[src/rtl/pipeline_stall_ctrl_if.sv]
// Handshake bundle between the pipeline datapath and the stall/flush controller.
// master = datapath side (presents instructions and status, consumes controls);
// slave  = controller side.
interface pipeline_stall_ctrl_if;
    logic [31:0] ir_fd;
    logic [31:0] ir_dx;
    logic        branch_taken;
    logic        md_ready;

    logic        en_pc;
    logic        en_fd;
    logic        en_dx;
    logic        en_xm;
    logic        en_mw;
    logic        bubble_fd;
    logic        bubble_dx;
    logic        bubble_xm;
    logic        md_start_mult;
    logic        md_start_div;
    logic        md_sel;
    logic        md_exc;
    logic        md_busy;

    modport master (
        output ir_fd, ir_dx, branch_taken, md_ready,
        input  en_pc, en_fd, en_dx, en_xm, en_mw,
        input  bubble_fd, bubble_dx, bubble_xm,
        input  md_start_mult, md_start_div, md_sel, md_exc, md_busy
    );

    modport slave (
        input  ir_fd, ir_dx, branch_taken, md_ready,
        output en_pc, en_fd, en_dx, en_xm, en_mw,
        output bubble_fd, bubble_dx, bubble_xm,
        output md_start_mult, md_start_div, md_sel, md_exc, md_busy
    );
endinterface

[src/rtl/pipeline_stall_ctrl.sv]
// Stall/flush controller for the five-stage pipeline: load-use stalls, taken-branch
// squashing, and start/wait/timeout sequencing of the multi-cycle mul/div unit.
// All controls are combinational from the registered state/counter and the current inputs.
module pipeline_stall_ctrl #(
    parameter int MD_TIMEOUT = 40
) (
    input  logic                  clk,
    input  logic                  clr,
    pipeline_stall_ctrl_if.slave  bus
);
    typedef enum logic {
        IDLE = 1'b0,
        WAIT = 1'b1
    } state_t;

    localparam logic [4:0] OP_RTYPE = 5'b00000;
    localparam logic [4:0] OP_LW    = 5'b01000;
    localparam logic [4:0] OP_SW    = 5'b00111;
    localparam logic [4:0] OP_BNE   = 5'b00010;
    localparam logic [4:0] OP_BLT   = 5'b00110;
    localparam logic [4:0] OP_JR    = 5'b00100;
    localparam logic [4:0] ALU_MUL  = 5'b00110;
    localparam logic [4:0] ALU_DIV  = 5'b00111;
    // Last WAIT count before the op is abandoned (cnt starts at 0 in the first WAIT cycle).
    localparam logic [5:0] CNT_LAST = 6'(MD_TIMEOUT - 1);

    state_t      state_q, state_d;
    logic [5:0]  cnt_q, cnt_d;

    // Instruction field decode
    logic [4:0]  op_fd, rd_fd, rs_fd, rt_fd;
    logic [4:0]  op_dx, rd_dx, alu_dx;
    logic        dx_mul, dx_div, fd_rtype, fd_rd_src, lu_hazard;
    logic        unused_ir_bits;

    assign op_fd  = bus.ir_fd[31:27];
    assign rd_fd  = bus.ir_fd[26:22];
    assign rs_fd  = bus.ir_fd[21:17];
    assign rt_fd  = bus.ir_fd[16:12];
    assign op_dx  = bus.ir_dx[31:27];
    assign rd_dx  = bus.ir_dx[26:22];
    assign alu_dx = bus.ir_dx[6:2];

    // Fields the controller never looks at.
    assign unused_ir_bits = ^{bus.ir_fd[11:0], bus.ir_dx[21:7], bus.ir_dx[1:0]};

    assign dx_mul    = (op_dx == OP_RTYPE) && (alu_dx == ALU_MUL);
    assign dx_div    = (op_dx == OP_RTYPE) && (alu_dx == ALU_DIV);
    assign fd_rtype  = (op_fd == OP_RTYPE);
    // Store, compare-branches and jr read rd as a source operand.
    assign fd_rd_src = (op_fd == OP_SW) || (op_fd == OP_BNE) ||
                       (op_fd == OP_BLT) || (op_fd == OP_JR);

    assign lu_hazard = (op_dx == OP_LW) && (rd_dx != 5'd0) &&
                       ((rd_dx == rs_fd) ||
                        (fd_rtype && (rd_dx == rt_fd)) ||
                        (fd_rd_src && (rd_dx == rd_fd)));

    logic en_pc, en_fd, en_dx, en_xm, en_mw;
    logic bubble_fd, bubble_dx, bubble_xm;
    logic md_start_mult, md_start_div, md_sel, md_exc, md_busy;

    // Control outputs and next state, in priority order: clr, mul/div, branch, load-use.
    always_comb begin
        en_pc         = 1'b0;
        en_fd         = 1'b0;
        en_dx         = 1'b0;
        en_xm         = 1'b0;
        en_mw         = 1'b0;
        bubble_fd     = 1'b0;
        bubble_dx     = 1'b0;
        bubble_xm     = 1'b0;
        md_start_mult = 1'b0;
        md_start_div  = 1'b0;
        md_sel        = 1'b0;
        md_exc        = 1'b0;
        md_busy       = 1'b0;
        state_d       = state_q;
        cnt_d         = cnt_q;

        if (clr) begin
            state_d = IDLE;
            cnt_d   = 6'd0;
        end else if (state_q == WAIT) begin
            md_busy = 1'b1;
            if (bus.md_ready || (cnt_q == CNT_LAST)) begin
                // Release: the mul/div (or its abandoned result) moves into X/M.
                {en_pc, en_fd, en_dx, en_xm, en_mw} = 5'b11111;
                md_sel  = 1'b1;
                md_exc  = ~bus.md_ready;
                state_d = IDLE;
                cnt_d   = 6'd0;
            end else begin
                en_xm     = 1'b1;
                en_mw     = 1'b1;
                bubble_xm = 1'b1;
                cnt_d     = cnt_q + 6'd1;
            end
        end else if (dx_mul || dx_div) begin
            md_start_mult = dx_mul;
            md_start_div  = dx_div;
            en_xm         = 1'b1;
            en_mw         = 1'b1;
            bubble_xm     = 1'b1;
            state_d       = WAIT;
            cnt_d         = 6'd0;
        end else if (bus.branch_taken) begin
            {en_pc, en_fd, en_dx, en_xm, en_mw} = 5'b11111;
            bubble_fd = 1'b1;
            bubble_dx = 1'b1;
        end else if (lu_hazard) begin
            // Hold PC and F/D one cycle; the lw drains into X/M behind a bubble.
            en_dx     = 1'b1;
            en_xm     = 1'b1;
            en_mw     = 1'b1;
            bubble_dx = 1'b1;
        end else begin
            {en_pc, en_fd, en_dx, en_xm, en_mw} = 5'b11111;
        end
    end

    // State and WAIT counter registers.
    always_ff @(posedge clk) begin
        if (clr) begin
            state_q <= IDLE;
            cnt_q   <= 6'd0;
        end else begin
            state_q <= state_d;
            cnt_q   <= cnt_d;
        end
    end

    assign bus.en_pc         = en_pc;
    assign bus.en_fd         = en_fd;
    assign bus.en_dx         = en_dx;
    assign bus.en_xm         = en_xm;
    assign bus.en_mw         = en_mw;
    assign bus.bubble_fd     = bubble_fd;
    assign bus.bubble_dx     = bubble_dx;
    assign bus.bubble_xm     = bubble_xm;
    assign bus.md_start_mult = md_start_mult;
    assign bus.md_start_div  = md_start_div;
    assign bus.md_sel        = md_sel;
    assign bus.md_exc        = md_exc;
    assign bus.md_busy       = md_busy;
endmodule

[src/flat_wrapper.sv]
// flat-port wrapper written by rule: the top's interface ports become plain ports
module pipeline_stall_ctrl_flat 
#(
    parameter int MD_TIMEOUT = 40
)
  (clk, clr, bus_ir_fd, bus_ir_dx, bus_branch_taken, bus_md_ready, bus_en_pc, bus_en_fd, bus_en_dx, bus_en_xm, bus_en_mw, bus_bubble_fd, bus_bubble_dx, bus_bubble_xm, bus_md_start_mult, bus_md_start_div, bus_md_sel, bus_md_exc, bus_md_busy);
  pipeline_stall_ctrl_if bus_i ();
  input  logic clk;
  input  logic clr;
  input wire logic [$bits(bus_i.ir_fd)-1:0] bus_ir_fd;
  input wire logic [$bits(bus_i.ir_dx)-1:0] bus_ir_dx;
  input wire logic [$bits(bus_i.branch_taken)-1:0] bus_branch_taken;
  input wire logic [$bits(bus_i.md_ready)-1:0] bus_md_ready;
  output wire logic [$bits(bus_i.en_pc)-1:0] bus_en_pc;
  output wire logic [$bits(bus_i.en_fd)-1:0] bus_en_fd;
  output wire logic [$bits(bus_i.en_dx)-1:0] bus_en_dx;
  output wire logic [$bits(bus_i.en_xm)-1:0] bus_en_xm;
  output wire logic [$bits(bus_i.en_mw)-1:0] bus_en_mw;
  output wire logic [$bits(bus_i.bubble_fd)-1:0] bus_bubble_fd;
  output wire logic [$bits(bus_i.bubble_dx)-1:0] bus_bubble_dx;
  output wire logic [$bits(bus_i.bubble_xm)-1:0] bus_bubble_xm;
  output wire logic [$bits(bus_i.md_start_mult)-1:0] bus_md_start_mult;
  output wire logic [$bits(bus_i.md_start_div)-1:0] bus_md_start_div;
  output wire logic [$bits(bus_i.md_sel)-1:0] bus_md_sel;
  output wire logic [$bits(bus_i.md_exc)-1:0] bus_md_exc;
  output wire logic [$bits(bus_i.md_busy)-1:0] bus_md_busy;
  assign bus_i.ir_fd = bus_ir_fd;
  assign bus_i.ir_dx = bus_ir_dx;
  assign bus_i.branch_taken = bus_branch_taken;
  assign bus_i.md_ready = bus_md_ready;
  assign bus_en_pc = bus_i.en_pc;
  assign bus_en_fd = bus_i.en_fd;
  assign bus_en_dx = bus_i.en_dx;
  assign bus_en_xm = bus_i.en_xm;
  assign bus_en_mw = bus_i.en_mw;
  assign bus_bubble_fd = bus_i.bubble_fd;
  assign bus_bubble_dx = bus_i.bubble_dx;
  assign bus_bubble_xm = bus_i.bubble_xm;
  assign bus_md_start_mult = bus_i.md_start_mult;
  assign bus_md_start_div = bus_i.md_start_div;
  assign bus_md_sel = bus_i.md_sel;
  assign bus_md_exc = bus_i.md_exc;
  assign bus_md_busy = bus_i.md_busy;
  pipeline_stall_ctrl #(.MD_TIMEOUT(MD_TIMEOUT)) u_core (.clk(clk), .clr(clr), .bus(bus_i));
endmodule
[config.mk]
export PLATFORM = sky130hd
export DESIGN_NAME = pipeline_stall_ctrl_flat
export DESIGN_NICKNAME = d
export VERILOG_FILES = /design/src/rtl/pipeline_stall_ctrl_if.sv /design/src/rtl/pipeline_stall_ctrl.sv /design/src/flat_wrapper.sv
export SDC_FILE = /design/constraint.sdc
export NUM_CORES = 1
export LEC_CHECK = 0
export BUFFER_PORTS_ARGS = -buffer_cell sky130_fd_sc_hd__buf_4
export CORE_AREA = 2 2 48 50
export DETAILED_ROUTE_END_ITERATION = 8
export DIE_AREA = 0 0 50 52
export PLACE_DENSITY = 0.83
export SYNTH_ARGS = -nofsm -noshare
export SYNTH_HDL_FRONTEND = slang
export SYNTH_SLANG_ARGS = --single-unit
[constraint.sdc]
create_clock -name clk -period 4.78 [get_ports clk]
set_clock_uncertainty 0.2 [all_clocks]
set_input_delay 0.478 -clock clk [delete_from_list [all_inputs] [get_ports clk]]
set_output_delay 0.478 -clock clk [all_outputs]
set_load 0.02 [all_outputs]
=== Word level (Yosys, flattened, before mapping) ===
Cells that the tools add are included.

* Register bits: 7
* Latch bits: 0
* Memory bits (writable): 0
* Bits in read-only memories: 0
* Bits of input ports: 68
* Output and inout bits: 13
* Logic and storage cells: 71
* Memories: 0

* Add/subtract/negate cells: 1
* Multipliers: 0
* Div/mod/pow operators: 0
* Order comparisons: 0
* Equal/unequal tests: 11
* Shifts and indexed selects: 0
* Multiplexer cells: 39
* Bitwise gates (word level): 1
* Reductions and logical operators: 17

{| class="wikitable"
|+ Operators by type and width
! kind !! number
|-
| $mux W1 || 36
|-
| $eq A5 B3 Y1 const B || 5
|-
| $mux W6 || 3
|-
| $eq A5 B5 Y1 || 3
|-
| $logic_not A5 Y1 || 2
|-
| $logic_or A1 B1 Y1 || 7
|-
| $add A6 B1 Y6 const B || 1
|-
| $eq A6 B6 Y1 const B || 1
|-
| $logic_and A1 B1 Y1 || 6
|-
| $eq A5 B2 Y1 const B || 1
|-
| $eq A5 B4 Y1 const B || 1
|-
| $reduce_bool A5 Y1 || 1
|-
| $reduce_bool A2 Y1 || 1
|-
| $not A1 Y1 || 1
|}

=== Longest topological paths before layout ===
* Word-level depth: 12
* Mapped depth: 6
* Depth with buffers taken out: 5

=== Least setup slack after synthesis ===
Ideal clock, no wire load.

* Path kind: input to output
* From: input bus_ir_dx[4]
* To: output bus_en_pc
* Arrival time: 1.822 ns
* Required time: 4.102 ns
* Path slack: 2.280 ns
* Stages on the path: 6
* Path buffers: 1
* Cells stage by stage: nor4bb_1 and3b_2 mux2i_4 and2_4 a21boi_1 buf_4

* Word-level cells in the longest chain between the ends: 6
* Elaborated cells on any way between the ends: 8
* Those cells by class: eq/ne (2); mux (3); reduce/logical (3)

{| class="wikitable"
|+ RTL lines
! element !! RTL line !! source
|-
| start, declared || flat_wrapper.sv:11 || <nowiki>input wire logic [$bits(bus_i.ir_dx)-1:0] bus_ir_dx;</nowiki>
|-
| $eq A5 B3 Y1 (on tied branches) || pipeline_stall_ctrl.sv:47, pipeline_stall_ctrl.sv:48 ||
|-
| $logic_and A1 B1 Y1 (on tied branches) || pipeline_stall_ctrl.sv:47, pipeline_stall_ctrl.sv:48 ||
|-
| $logic_or A1 B1 Y1 * || pipeline_stall_ctrl.sv:99 || <nowiki>end else if (dx_mul || dx_div) begin</nowiki>
|-
| $mux W1 * (3 in series) || n/a ||
|-
| end, declared || flat_wrapper.sv:14 || <nowiki>output wire logic [$bits(bus_i.en_pc)-1:0] bus_en_pc;</nowiki>
|}

Mark *: on every way between the ends. The rest lies on a longest branch, timed or not.

=== Worst setup path in the final report ===
* From: register u_core.cnt_q[0]
* To: output bus_en_fd

* Word-level cells in the longest chain between the ends: 5

{| class="wikitable"
|+ RTL lines
! element !! RTL line !! source
|-
| start, declared || pipeline_stall_ctrl.sv:28 || <nowiki>logic [5:0] cnt_q, cnt_d;</nowiki>
|-
| start signal, assigned || pipeline_stall_ctrl.sv:129 || <nowiki>cnt_q <= cnt_d;</nowiki>
|-
| $eq A6 B6 Y1 || pipeline_stall_ctrl.sv:86 || <nowiki>if (bus.md_ready || (cnt_q == CNT_LAST)) begin</nowiki>
|-
| $logic_or A1 B1 Y1 || pipeline_stall_ctrl.sv:86 ||
|-
| $mux W1 || pipeline_stall_ctrl.sv:86 ||
|-
| $mux W1 || pipeline_stall_ctrl.sv:84 || <nowiki>end else if (state_q == WAIT) begin</nowiki>
|-
| $mux W1 || pipeline_stall_ctrl.sv:81 || <nowiki>if (clr) begin</nowiki>
|-
| end, declared || flat_wrapper.sv:15 || <nowiki>output wire logic [$bits(bus_i.en_fd)-1:0] bus_en_fd;</nowiki>
|}

Every way passes these cells.

==> summary.txt <==
Clock network
  – Clock Pin Slew Worst Setup and Hold Paths: 0.05 ns
  – Cts hold-fix bufs: 0
  – Root Driver: clkbuf_4
  – H-tree levels: 1
  – # resized after CTS: 0
  – CTS sink cnt: 7
  – CTS Buf Count: 3
  – CTS tree: built
  – CTS Buffer Depth: 2
  – Postcts setup bufs: 0
  – Clk_lat worst skew: 0.25 ns

Die
  – IO Count: 81
  – Core Rows: 17
  – Initial Utilization: 0.345
  – Core area: 0.00211 mm2
  – Die width: 50 um
  – Chip height: 52 um
  – Die ar.: 0.00260 mm2

Place
  – DP Worst Slack: 2.31 ns
  – Port Buf Inserts: 51
  – Placed cell count: 162
  – DP Area: 0.00112 mm2
  – GPL Wtd Cong: 0.804
  – DP Wirelength: 1.63 mm

Timing
  – Tcrit/Tclk final: 0.534
  – Tmin final: 2.55 ns
  – Max Clk Rate: 0.392 GHz
  – Setup slack after layout: 2.23 ns
  – RSZ-0062 raised after global routing: no
  – Worst-Margin Slew: 0.524 ns
  – Slew Limit Fails: 0
  – Final setup viols: 0
  – Hold Fails Final Rpt: 0
  – Max_slew headroom: 0.649
  – Setup TNS: 0 ns

Yosys
  – Post-synth top cells: xor2_1, nor2_1, dfxtp_1, o21ai_1
  – Area contributors post-synth: dfxtp_1, xor2_1, xnor2_1
  – Distinct cells, synth: 38
  – Post-synthesis cell count: 86
  – Number of synthesized flops with an enable pin: 0
  – Ys async rst share: 0
  – Synth Register Bits: 7
  – Yosys top cell area share: 0.193
  – Post-Syn Area: 727 um2
  – Post-Syn Nets: 155
  – Count leader, synth: xor2_1
  – Sequential area share after synthesis: 0.193
  – Synth area leader: dfxtp_1
  – Yosys warning count: 0
  – Ys flop type: dfxtp_1
  – Syn_area_per_cell: 8.45 um2

Worst setup path
  – Crit path DAT: 1.88 ns
  – Crit-path slowest cell: dfxtp_1
  – Crit. End Element: output pin
  – Max Fanout on Critical Path: 6
  – CP Cell Sequence: ha_1, a31oi_4, mux2i_4, and2_4, a21boi_1, buf_4
  – Reg-to-Reg Start: u_core.state_q
  – Worst R2R End: u_core.cnt_q[5]
  – CP max stage delay: 0.38 ns
  – Worst reg2reg path depth: 5
  – Crit Path Category: flop to output pin
  – Crit path launch type: flop
  – Internal reg-to-reg setup slack: 3.11 ns
  – Critical path required time: 4.10 ns

Pwr
  – Max IR drop VDD: 0.0767 mV
  – P_sw: 0.0471 mW
  – Internal power: 0.125 mW
  – Sw frac: 0.273
  – Power per cell area: 150 mW/mm2
  – Seq pwr share: 0.340
  – Combinational power share: 0.348
  – Leak Pwr: 0.513 nW
  – Clk pwr share: 0.312

Detailed routing
  – Overall via count from detail_route: 823
  – Wire length per cell after detailed routing: 11.5 um
  – ANT nets after route: 0
  – Final WL: 1.91 mm
  – Iteration count of the initial detailed-routing pass: 3
  – # DRC: 0
  – Vias per cell: 4.96
  – DR iter-0 viols: 9

Global route
  – Total track usage: 0.161
  – Gr ovfl total: 0
  – Largest net degree at the start of global routing: 9
  – Vias in the first global route: 833
  – Initial antenna violation count: 0
  – First-pass GRT wire length: 3.20 mm

Min path
  – HP Start: clr
  – Hold Path Class: input port to flop
  – Hold path depth: 2
  – Endpoint, Worst Hold: u_core.state_q

Layout
  – Final Non-Filler Cells: 166
  – Synthesis-to-finish area growth: 58.0%
  – Multi-input gate area: 553 um2
  – Design Area, Final: 0.00115 mm2
  – Final nets: 208
  – Layout fillers: 202
  – Register area: 140 um2
  – ANT cells: 0
  – Layout cells sized above 1: 0.449

Outcome
  – Status: complete, no violations

Flow run
  – Max Cap Violations: 0
stage by stage:
| step | utilization | hold slack, ns | total power, mW |
|---|---|---|---|
| 3_5_place_dp | 0.533 | 0.278 | 0.120 |
| 5_1_grt | 0.545 | 0.279 | 0.183 |
| 6_report | 0.545 | 0.255 | 0.172 |
| 3_3_place_gp | 0.533 | 0.255 | 0.119 |
| 4_1_cts | 0.545 | 0.253 | 0.175 |
| 2_1_floorplan | - | 0.238 | 0.0831 |
area by class of cell:
type,instances,share of cell area
sequential,7,0.122
timing repair buffer,51,0.333
tap,28,0.0305
multi-input combinational,73,0.481
inverter,3,0.00980
clock buffer,4,0.0229
per-layer routing:
layer,track usage,vias up,wire [um]
met1,0.174,358,744
met3,0.0316,5,175
li1,-,415,-
met5,0,-,0
met4,0.0833,0,37
met2,0.296,45,947
state kept, by name (all words and copies together), names as in the netlist:
name / flops
u_core.state_q: 1
u_core.cnt_q: 6
cell usage in the layout (no fill, tap or decap), drive strengths merged:
master	instances
a211oi	1
a311o	1
o21ai	6
o31ai	2
and3b	1
dfxtp	7
nor4	4
a31oi	2
ha	1
buf	51
xor2	11
a21oi	2
or4	1
nand2b	1
mux2i	1
o21a	1
nor2	8
inv	3
nand4	1
nor3	4
and3	1
nor2b	2
a21boi	1
and2	3
xnor2	4
nand2	3
o211ai	1
nand3b	1
nor3b	1
nor4b	1
nor4bb	1
clkbuf	4
nand3	4
nand4b	1
a22o	1
critical path: cells and delay by family, from the launching register on:
| kind | cells | cell delay (ns) |
|---|---|---|
| flip-flops | 1 | 0.38 |
| multiplexers | 1 | 0.17 |
| buffers and inverters | 1 | 0.19 |
| AO/OA/AOI/OAI | 2 | 0.40 |
| adder cells (fa/ha/maj) | 1 | 0.32 |
| AND/OR/NAND/NOR | 1 | 0.16 |
worst max path at each step:
stage	start	end	depth (start not counted)
after global placement	bus_ir_dx[22]	bus_en_fd	6
after floorplan	bus_ir_dx[4]	bus_en_pc	6
final	u_core.cnt_q[0]	bus_en_fd	6
after CTS	u_core.cnt_q[0]	bus_en_fd	6
after global routing	u_core.cnt_q[0]	bus_en_fd	6
after detailed placement	bus_ir_dx[22]	bus_en_fd	6
power by group through the flow:
stage	combinational, mW	sequential, mW	clock, mW
2_1_floorplan	0.0235	0.0597	0
3_3_place_gp	0.0589	0.0597	0
3_5_place_dp	0.0605	0.0597	0
4_1_cts	0.0607	0.0585	0.0556
5_1_grt	0.0651	0.0584	0.0596
6_report	0.0600	0.0585	0.0537
cell families after synthesis:
family                   count (synthesis)  share of synthesized area
buffers and inverters                    6                     0.0465
adder cells (fa/ha/maj)                  1                     0.0172
AO/OA/AOI/OAI                           18                      0.188
AND/OR/NAND/NOR                         38                      0.344
multiplexers                             1                     0.0310
XOR/XNOR                                15                      0.181
flip-flops                               7                      0.193
(Power assumes the default switching activity.)
